File: src/rtl/multicycle_cpu_pkg.sv
// Shared definitions for the multicycle CPU: opcodes, FSM states and
// instruction field positions.
package multicycle_cpu_pkg;

   typedef enum logic [3:0] {
      OP_MV   = 4'd0,
      OP_ADD  = 4'd1,
      OP_SUB  = 4'd2,
      OP_CMP  = 4'd3,
      OP_LD   = 4'd4,
      OP_ST   = 4'd5,
      OP_MVHI = 4'd6,
      OP_J    = 4'd8,
      OP_JZ   = 4'd9,
      OP_JN   = 4'd10,
      OP_CALL = 4'd12,
      OP_HALT = 4'd15
   } opcode_e;

   typedef enum logic [2:0] {
      FETCH,
      FETCH_WAIT,
      EXEC,
      MEM,
      MEM_WAIT,
      HALT
   } state_e;

   localparam int OP_LSB    = 0;
   localparam int OP_MSB    = 3;
   localparam int I_BIT     = 4;
   localparam int RX_LSB    = 5;
   localparam int RX_MSB    = 7;
   localparam int RY_LSB    = 8;
   localparam int RY_MSB    = 10;
   localparam int IMM8_LSB  = 8;
   localparam int IMM8_MSB  = 15;
   localparam int IMM11_LSB = 5;
   localparam int IMM11_MSB = 15;
   localparam int LINK_REG  = 7;

endpackage

File: src/rtl/multicycle_cpu_regfile.sv
// Register file: two combinational read ports, one synchronous write port,
// all registers cleared by the synchronous reset.
module multicycle_cpu_regfile #(
   parameter int DATA_W = 16,
   parameter int NREGS  = 8
) (
   input  logic                       clk,
   input  logic                       reset,
   input  logic [$clog2(NREGS)-1:0]   ra_addr,
   output logic [DATA_W-1:0]          ra_data,
   input  logic [$clog2(NREGS)-1:0]   rb_addr,
   output logic [DATA_W-1:0]          rb_data,
   input  logic                       wr_en,
   input  logic [$clog2(NREGS)-1:0]   wr_addr,
   input  logic [DATA_W-1:0]          wr_data
);

   logic [DATA_W-1:0] regs_q [NREGS];
   logic [DATA_W-1:0] regs_d [NREGS];

   always_comb begin
      regs_d = regs_q;
      if (wr_en) begin
         regs_d[wr_addr] = wr_data;
      end
   end

   always_ff @(posedge clk) begin
      if (reset) begin
         regs_q <= '{default: '0};
      end else begin
         regs_q <= regs_d;
      end
   end

   assign ra_data = regs_q[ra_addr];
   assign rb_data = regs_q[rb_addr];

endmodule

File: src/rtl/multicycle_cpu.sv
// Multicycle 16-bit-instruction CPU with a single-outstanding-request
// memory port (waitrequest / rddatavalid handshake).
module multicycle_cpu
   import multicycle_cpu_pkg::*;
#(
   parameter int DATA_W = 16,
   parameter int NREGS  = 8
) (
   input  logic              clk,
   input  logic              reset,
   output logic [DATA_W-1:0] o_mem_addr,
   output logic              o_mem_rd,
   output logic              o_mem_wr,
   output logic [DATA_W-1:0] o_mem_wrdata,
   input  logic              i_mem_waitrequest,
   input  logic [DATA_W-1:0] i_mem_rddata,
   input  logic              i_mem_rddatavalid,
   output logic              o_halted
);

   localparam int RA_W = $clog2(NREGS);

   state_e            state_q, state_d;
   logic [DATA_W-1:0] pc_q, pc_d;
   logic [15:0]       ir_q, ir_d;
   logic              z_q, z_d;
   logic              n_q, n_d;

   opcode_e           op;
   logic              imm_sel;
   logic [RA_W-1:0]   rx, ry;
   logic [DATA_W-1:0] imm8_x, imm11_x, rx_val, ry_val, b_val;
   logic [DATA_W-1:0] pc_next, jmp_target, alu_res, mvhi_val;

   logic              rf_we;
   logic [RA_W-1:0]   rf_waddr;
   logic [DATA_W-1:0] rf_wdata;

   logic              mem_rd, mem_wr;
   logic [DATA_W-1:0] mem_addr, mem_wrdata;

   assign op      = opcode_e'(ir_q[OP_MSB:OP_LSB]);
   assign imm_sel = ir_q[I_BIT];
   assign rx      = ir_q[RX_MSB:RX_LSB];
   assign ry      = ir_q[RY_MSB:RY_LSB];
   assign imm8_x  = {{(DATA_W-8){ir_q[IMM8_MSB]}}, ir_q[IMM8_MSB:IMM8_LSB]};
   assign imm11_x = {{(DATA_W-11){ir_q[IMM11_MSB]}}, ir_q[IMM11_MSB:IMM11_LSB]};

   multicycle_cpu_regfile #(.DATA_W(DATA_W), .NREGS(NREGS)) u_regfile (
      .clk     (clk),
      .reset   (reset),
      .ra_addr (rx),
      .ra_data (rx_val),
      .rb_addr (ry),
      .rb_data (ry_val),
      .wr_en   (rf_we),
      .wr_addr (rf_waddr),
      .wr_data (rf_wdata)
   );

   assign b_val      = imm_sel ? imm8_x : ry_val;
   assign pc_next    = pc_q + DATA_W'(2);
   assign jmp_target = imm_sel ? (pc_next + {imm11_x[DATA_W-2:0], 1'b0}) : rx_val;

   always_comb begin
      alu_res  = ((op == OP_SUB) || (op == OP_CMP)) ? (rx_val - b_val) : (rx_val + b_val);
      mvhi_val = rx_val;
      mvhi_val[15:8] = ir_q[IMM8_MSB:IMM8_LSB];
   end

   always_comb begin
      state_d    = state_q;
      pc_d       = pc_q;
      ir_d       = ir_q;
      z_d        = z_q;
      n_d        = n_q;
      rf_we      = 1'b0;
      rf_waddr   = rx;
      rf_wdata   = b_val;
      mem_rd     = 1'b0;
      mem_wr     = 1'b0;
      mem_addr   = '0;
      mem_wrdata = '0;

      case (state_q)
         FETCH: begin
            mem_rd   = 1'b1;
            mem_addr = pc_q;
            if (!i_mem_waitrequest) begin
               state_d = FETCH_WAIT;
            end
         end
         FETCH_WAIT: begin
            if (i_mem_rddatavalid) begin
               ir_d    = i_mem_rddata[15:0];
               state_d = EXEC;
            end
         end
         EXEC: begin
            state_d = FETCH;
            pc_d    = pc_next;
            case (op)
               OP_MV: rf_we = 1'b1;
               OP_ADD, OP_SUB: begin
                  rf_we    = 1'b1;
                  rf_wdata = alu_res;
                  z_d      = (alu_res == '0);
                  n_d      = alu_res[DATA_W-1];
               end
               OP_CMP: begin
                  z_d = (alu_res == '0);
                  n_d = alu_res[DATA_W-1];
               end
               OP_MVHI: begin
                  rf_we    = 1'b1;
                  rf_wdata = mvhi_val;
               end
               // Loads and stores advance the pc only once the access completes.
               OP_LD, OP_ST: begin
                  state_d = MEM;
                  pc_d    = pc_q;
               end
               OP_J:  pc_d = jmp_target;
               OP_JZ: pc_d = z_q ? jmp_target : pc_next;
               OP_JN: pc_d = n_q ? jmp_target : pc_next;
               OP_CALL: begin
                  rf_we    = 1'b1;
                  rf_waddr = RA_W'(LINK_REG);
                  rf_wdata = pc_next;
                  pc_d     = jmp_target;
               end
               default: begin
                  state_d = HALT;
                  pc_d    = pc_q;
               end
            endcase
         end
         MEM: begin
            mem_addr = ry_val;
            if (op == OP_ST) begin
               mem_wr     = 1'b1;
               mem_wrdata = rx_val;
               if (!i_mem_waitrequest) begin
                  pc_d    = pc_next;
                  state_d = FETCH;
               end
            end else begin
               mem_rd = 1'b1;
               if (!i_mem_waitrequest) begin
                  state_d = MEM_WAIT;
               end
            end
         end
         MEM_WAIT: begin
            if (i_mem_rddatavalid) begin
               rf_we    = 1'b1;
               rf_wdata = i_mem_rddata;
               pc_d     = pc_next;
               state_d  = FETCH;
            end
         end
         HALT: begin
            state_d = HALT;
         end
         default: state_d = FETCH;
      endcase
   end

   always_ff @(posedge clk) begin
      if (reset) begin
         state_q <= FETCH;
         pc_q    <= '0;
         ir_q    <= '0;
         z_q     <= 1'b0;
         n_q     <= 1'b0;
      end else begin
         state_q <= state_d;
         pc_q    <= pc_d;
         ir_q    <= ir_d;
         z_q     <= z_d;
         n_q     <= n_d;
      end
   end

   // The state register already holds FETCH during reset, so the bus is forced quiet here.
   assign o_mem_rd     = mem_rd & ~reset;
   assign o_mem_wr     = mem_wr & ~reset;
   assign o_mem_addr   = reset ? '0 : mem_addr;
   assign o_mem_wrdata = reset ? '0 : mem_wrdata;
   assign o_halted     = (state_q == HALT) & ~reset;

endmodule
File: config.mk
export PLATFORM = sky130hd
export DESIGN_NAME = multicycle_cpu
export DESIGN_NICKNAME = d
export VERILOG_FILES = /design/src/rtl/multicycle_cpu_pkg.sv /design/src/rtl/multicycle_cpu_regfile.sv /design/src/rtl/multicycle_cpu.sv
export SDC_FILE = /design/constraint.sdc
export NUM_CORES = 1
export LEC_CHECK = 0
export BUFFER_PORTS_ARGS = -buffer_cell sky130_fd_sc_hd__clkbuf_2
export CAP_MARGIN = 25
export CORE_MARGIN = 1
export CORE_UTILIZATION = 30
export DETAILED_ROUTE_END_ITERATION = 8
export GPL_ROUTABILITY_DRIVEN = 0
export HOLD_SLACK_MARGIN = 0.06
export PLACE_DENSITY = 0.5
export SYNTH_ARGS = -nofsm -noshare
export SYNTH_HDL_FRONTEND = slang
export SYNTH_SLANG_ARGS = --single-unit
File: constraint.sdc
create_clock -name clk -period 7.6 [get_ports clk]
set_input_delay 0.76 -clock clk [delete_from_list [all_inputs] [get_ports clk]]
set_output_delay 0.76 -clock clk [all_outputs]
set_load 0.005 [all_outputs]
==> impl_metrics.py <==
metrics = {
    "route": {
        "wl_met2_um": 17700,
        "maxUsedRoutingLayer": "met4",
        "via_count": 10200,
        "wl_met1_um": 18500,
        "drc_errors": 0,
        "drt_wl_total_um": 39300,
        "viasPerCell": 5.68,
        "met3_length_um": 1920,
        "ant_nets": 0,
        "drt-initial-drc-count": 1012,
        "first_pass_iters": 8,
        "wl_per_cell_um": 22.0,
    },
    "global_route": {
        "grt_max_degree": 78,
        "grt_overflow": 0,
        "grt_pass1_vias": 9514,
        "grt_usage_pct": 20.6,
        "grt_pass1_wl_um": 59800,
        "antenna_found_initial": 0,
    },
    "clock_tree": {
        "clkTransAtPathRegs_ns": 0.07,
        "ctsResizeCount": 0,
        "clockBufferDepth": 2,
        "cts_tree": "yes",
        "clk_latency_ns": 0.44,
        "ctsHtreeMaxLevel": 4,
        "postCtsSetupBuffers": 0,
        "cts.sink_count": 165,
        "cts_root_buffer": "clkbuf_16",
        "numCtsBuffers": 17,
        "holdBufCountCts": 0,
    },
    "die": {
        "initial_core_util_pct": 30.5,
        "core_area_sq_um": 36700,
        "die-area_sq_um": 38100,
        "die_x_um": 195,
        "ios": 55,
        "rows": 70,
        "die_h_um": 195,
    },
    "placement": {
        "place_area_sq_um": 11800,
        "port_buffers": 54,
        "hpwl_um": 28400,
    },
    "cells_and_area": {
        "layout.nets": 1364,
        "final_layout_size_suffix_gt1_share_pct": 15.5,
        "layout-area-overhead-vs-synth_pct": 10.8,
        "multi_input_area_sq_um": 7330,
        "num_antenna_cells": 0,
        "fillCellCount": 3771,
        "fin_area_sq_um": 12400,
        "regArea_sq_um": 3310,
    },
    "critical_path": {
        "arrival_ns": 6.11,
        "reg2reg_from": "ir_q[8]$_SDFFE_PP0P_",
        "critical_path_class": "flop to flop",
        "cp_max_fo": 31,
        "reg2reg_to": "u_regfile.regs_q[76]$_SDFFE_PP0P_",
        "worstSetupStartpointType": "flop",
        "end_kind": "flop",
        "reg2reg_depth": 18,
        "regToRegSetupSlack_ns": 1.77,
        "worstPathRequired_ns": 7.89,
    },
    "timing": {
        "timing.slew.headroom_pct": 30.0,
        "setup_viol": 0,
        "tns_ns": 0,
        "hold_slack_ns": 0.500,
        "post-route-period-util_pct": 76.7,
        "max_freq_ghz": 0.172,
        "clock_skew_ns": 0.0111,
        "rsz0062_at_grt": "no",
        "drv_slew": 0,
        "finalHoldViolCount": 0,
        "min_period_ns": 5.83,
        "worst_slew_pin_slew_ns": 1.04,
    },
    "synthesis": {
        "synth_cell_types": 78,
        "netlist_area_sq_um": 11200,
        "ys_seq_area_share_pct": 29.5,
        "synth-seq-cells": 165,
        "netlist_instances": 1313,
        "syn_area_per_cell_sq_um": 8.52,
        "syn_nets": 1366,
        "async_flop_share_pct": 0,
        "synthFlopType": "dfxtp_1",
        "synth_warnings": 0,
        "synth-edff-count": 0,
    },
    "pwr": {
        "power.net_switching_mw": 0.878,
        "powerDensity_nw_per_um2": 203,
        "power.internal_mw": 1.64,
        "ir_worst_vdd_v": 0.000161,
        "p_leak_nw": 4.34,
        "clkPwrFrac_pct": 35.2,
        "seqPwrFrac_pct": 36.6,
        "comb_power_share_pct": 28.1,
        "sw_frac_of_total_pct": 34.9,
    },
    "hold_path": {
        "hold_class": "flop to flop",
        "holdPathStages": 2,
        "holdPathEnd": "n_q$_SDFFE_PP0P_",
        "min_from": "n_q$_SDFFE_PP0P_",
    },
    "run_status": {
        "status": "finished, final reports clean",
    },
    "run": {
        "drv_cap": 0,
    },
}
## placed cells by master, fill, tap and decap left out, drive strengths merged, types with 6 or more instances in the layout
cell type | Yosys | layout
nor2 | 201 | 201
dfxtp | 165 | 165
nand2 | 106 | 106
a211oi | 104 | 104
a21oi | 77 | 77
clkbuf | 74 | 70
o21ai | 58 | 58
mux4 | 48 | 48
mux2i | 47 | 47
nor3 | 38 | 38
inv | 31 | 34
xnor2 | 31 | 31
ha | 31 | 31
buf | 26 | 26
nand3b | 23 | 23
xor2 | 22 | 22
nand3 | 16 | 16
nor2b | 12 | 12
a22oi | 12 | 12
nand2b | 12 | 12
a221oi | 12 | 12
and3 | 11 | 11
mux2 | 11 | 11
o31ai | 10 | 10
a222oi | 9 | 9
o41ai | 9 | 9
and2 | 8 | 8
a31oi | 8 | 8
a21o | 7 | 7
o22ai | 7 | 7
or2 | 7 | 7
o211ai | 7 | 7
a22o | 6 | 6
nor3b | 6 | 6
## power by group through the flow
stage                     Clock (mW)  Combinational [mW]  Sequential [mW]
after floorplan                    0               0.541            0.912
after global placement             0               0.689            0.939
after detailed placement           0               0.692            0.939
after CTS                      0.901               0.696            0.919
after global routing           0.939               0.768            0.923
final                          0.886               0.707            0.920
## final cells by class
cell class	instances	area share, %
clock inverter	14	1.23
sequential	165	26.7
tap	468	4.72
inverter	31	0.938
multi-input combinational	1017	59.1
clock buffer	17	3.43
timing repair buffer	79	3.90
## routing by layer
layer | vias to the layer above | track usage (%)
li1 | 4875 | -
met1 | 4912 | 28.7
met2 | 322 | 32.3
met3 | 58 | 2.90
met4 | 0 | 7.41
met5 | - | 0
## Yosys cell counts (15+ instances only)
library cell / n / area share, %
nand2_1: 106 / 3.6
mux4_2: 46 / 9.3
a21oi_1: 74 / 3.3
dfxtp_1: 165 / 30
xnor2_1: 31 / 2.4
xor2_1: 22 / 1.7
ha_1: 31 / 3.5
nand3b_1: 23 / 1.5
buf_2: 15 / 0.67
inv_1: 31 / 1.0
nand3_1: 16 / 0.72
mux2i_1: 47 / 4.2
a211oi_1: 104 / 7.0
nor3_1: 36 / 1.6
o21ai_0: 55 / 2.5
clkbuf_1: 74 / 2.5
nor2_1: 201 / 6.7
## per-stage QoR
stage | setup slack [ns] | utilization, % | cells | power, mW
after global placement | 1.96 | 32.1 | 1758 | 1.63
after CTS | 1.83 | 33.8 | 1791 | 2.52
after detailed placement | 1.87 | 32.2 | 1760 | 1.63
after global routing | 1.46 | 33.8 | 1791 | 2.63
after floorplan | 3.09 | - | 1313 | 1.45
final | 1.77 | 33.8 | 1791 | 2.51
## critical path, stage by stage, from the launching register on
cell and delay, ns:
dfxtp_2 1.00, buf_4 0.37, mux2i_1 0.23, a22oi_1 0.11
o221ai_1 0.58, nand2_1 0.14, or2_2 0.33, nor3_1 0.19
and2_1 0.24, a21oi_1 0.10, xor2_1 0.16, ha_1 0.34
and4_1 0.23, a221oi_1 0.35, xnor2_1 0.14, a222oi_1 0.32
nor2_1 0.09, a221oi_2 0.57, a211oi_1 0.16
## state kept, by name, indices dropped and copies added (netlist names)
name	flops
state_q	3
n_q	1
pc_q	16
u_regfile.regs_q	128
ir_q	16
z_q	1
## cells by family after synthesis
family / synth area share [%]
AOI/OAI and AO/OA: 23.3
buffers and inverters: 5.26
muxes: 15.0
xor gates and xnor gates: 4.15
and+or+nand+nor: 18.8
DFF: 29.5
adders and majority gates: 3.91
## worst max-delay path by stage
stage | from | endpoint | slack, ns | cells after the start
floorplan | ir_q[8]$_SDFFE_PP0P_ | u_regfile.regs_q[124]$_SDFFE_PP0P_ | 3.09 | 20
global placement | ir_q[8]$_SDFFE_PP0P_ | u_regfile.regs_q[12]$_SDFFE_PP0P_ | 1.96 | 18
detailed placement | ir_q[8]$_SDFFE_PP0P_ | u_regfile.regs_q[58]$_SDFFE_PP0P_ | 1.87 | 19
CTS | ir_q[8]$_SDFFE_PP0P_ | u_regfile.regs_q[58]$_SDFFE_PP0P_ | 1.83 | 19
global route | ir_q[8]$_SDFFE_PP0P_ | u_regfile.regs_q[107]$_SDFFE_PP0P_ | 1.46 | 19
finish | ir_q[8]$_SDFFE_PP0P_ | u_regfile.regs_q[76]$_SDFFE_PP0P_ | 1.77 | 18
Note: power is estimated with default switching activity, not from simulation.
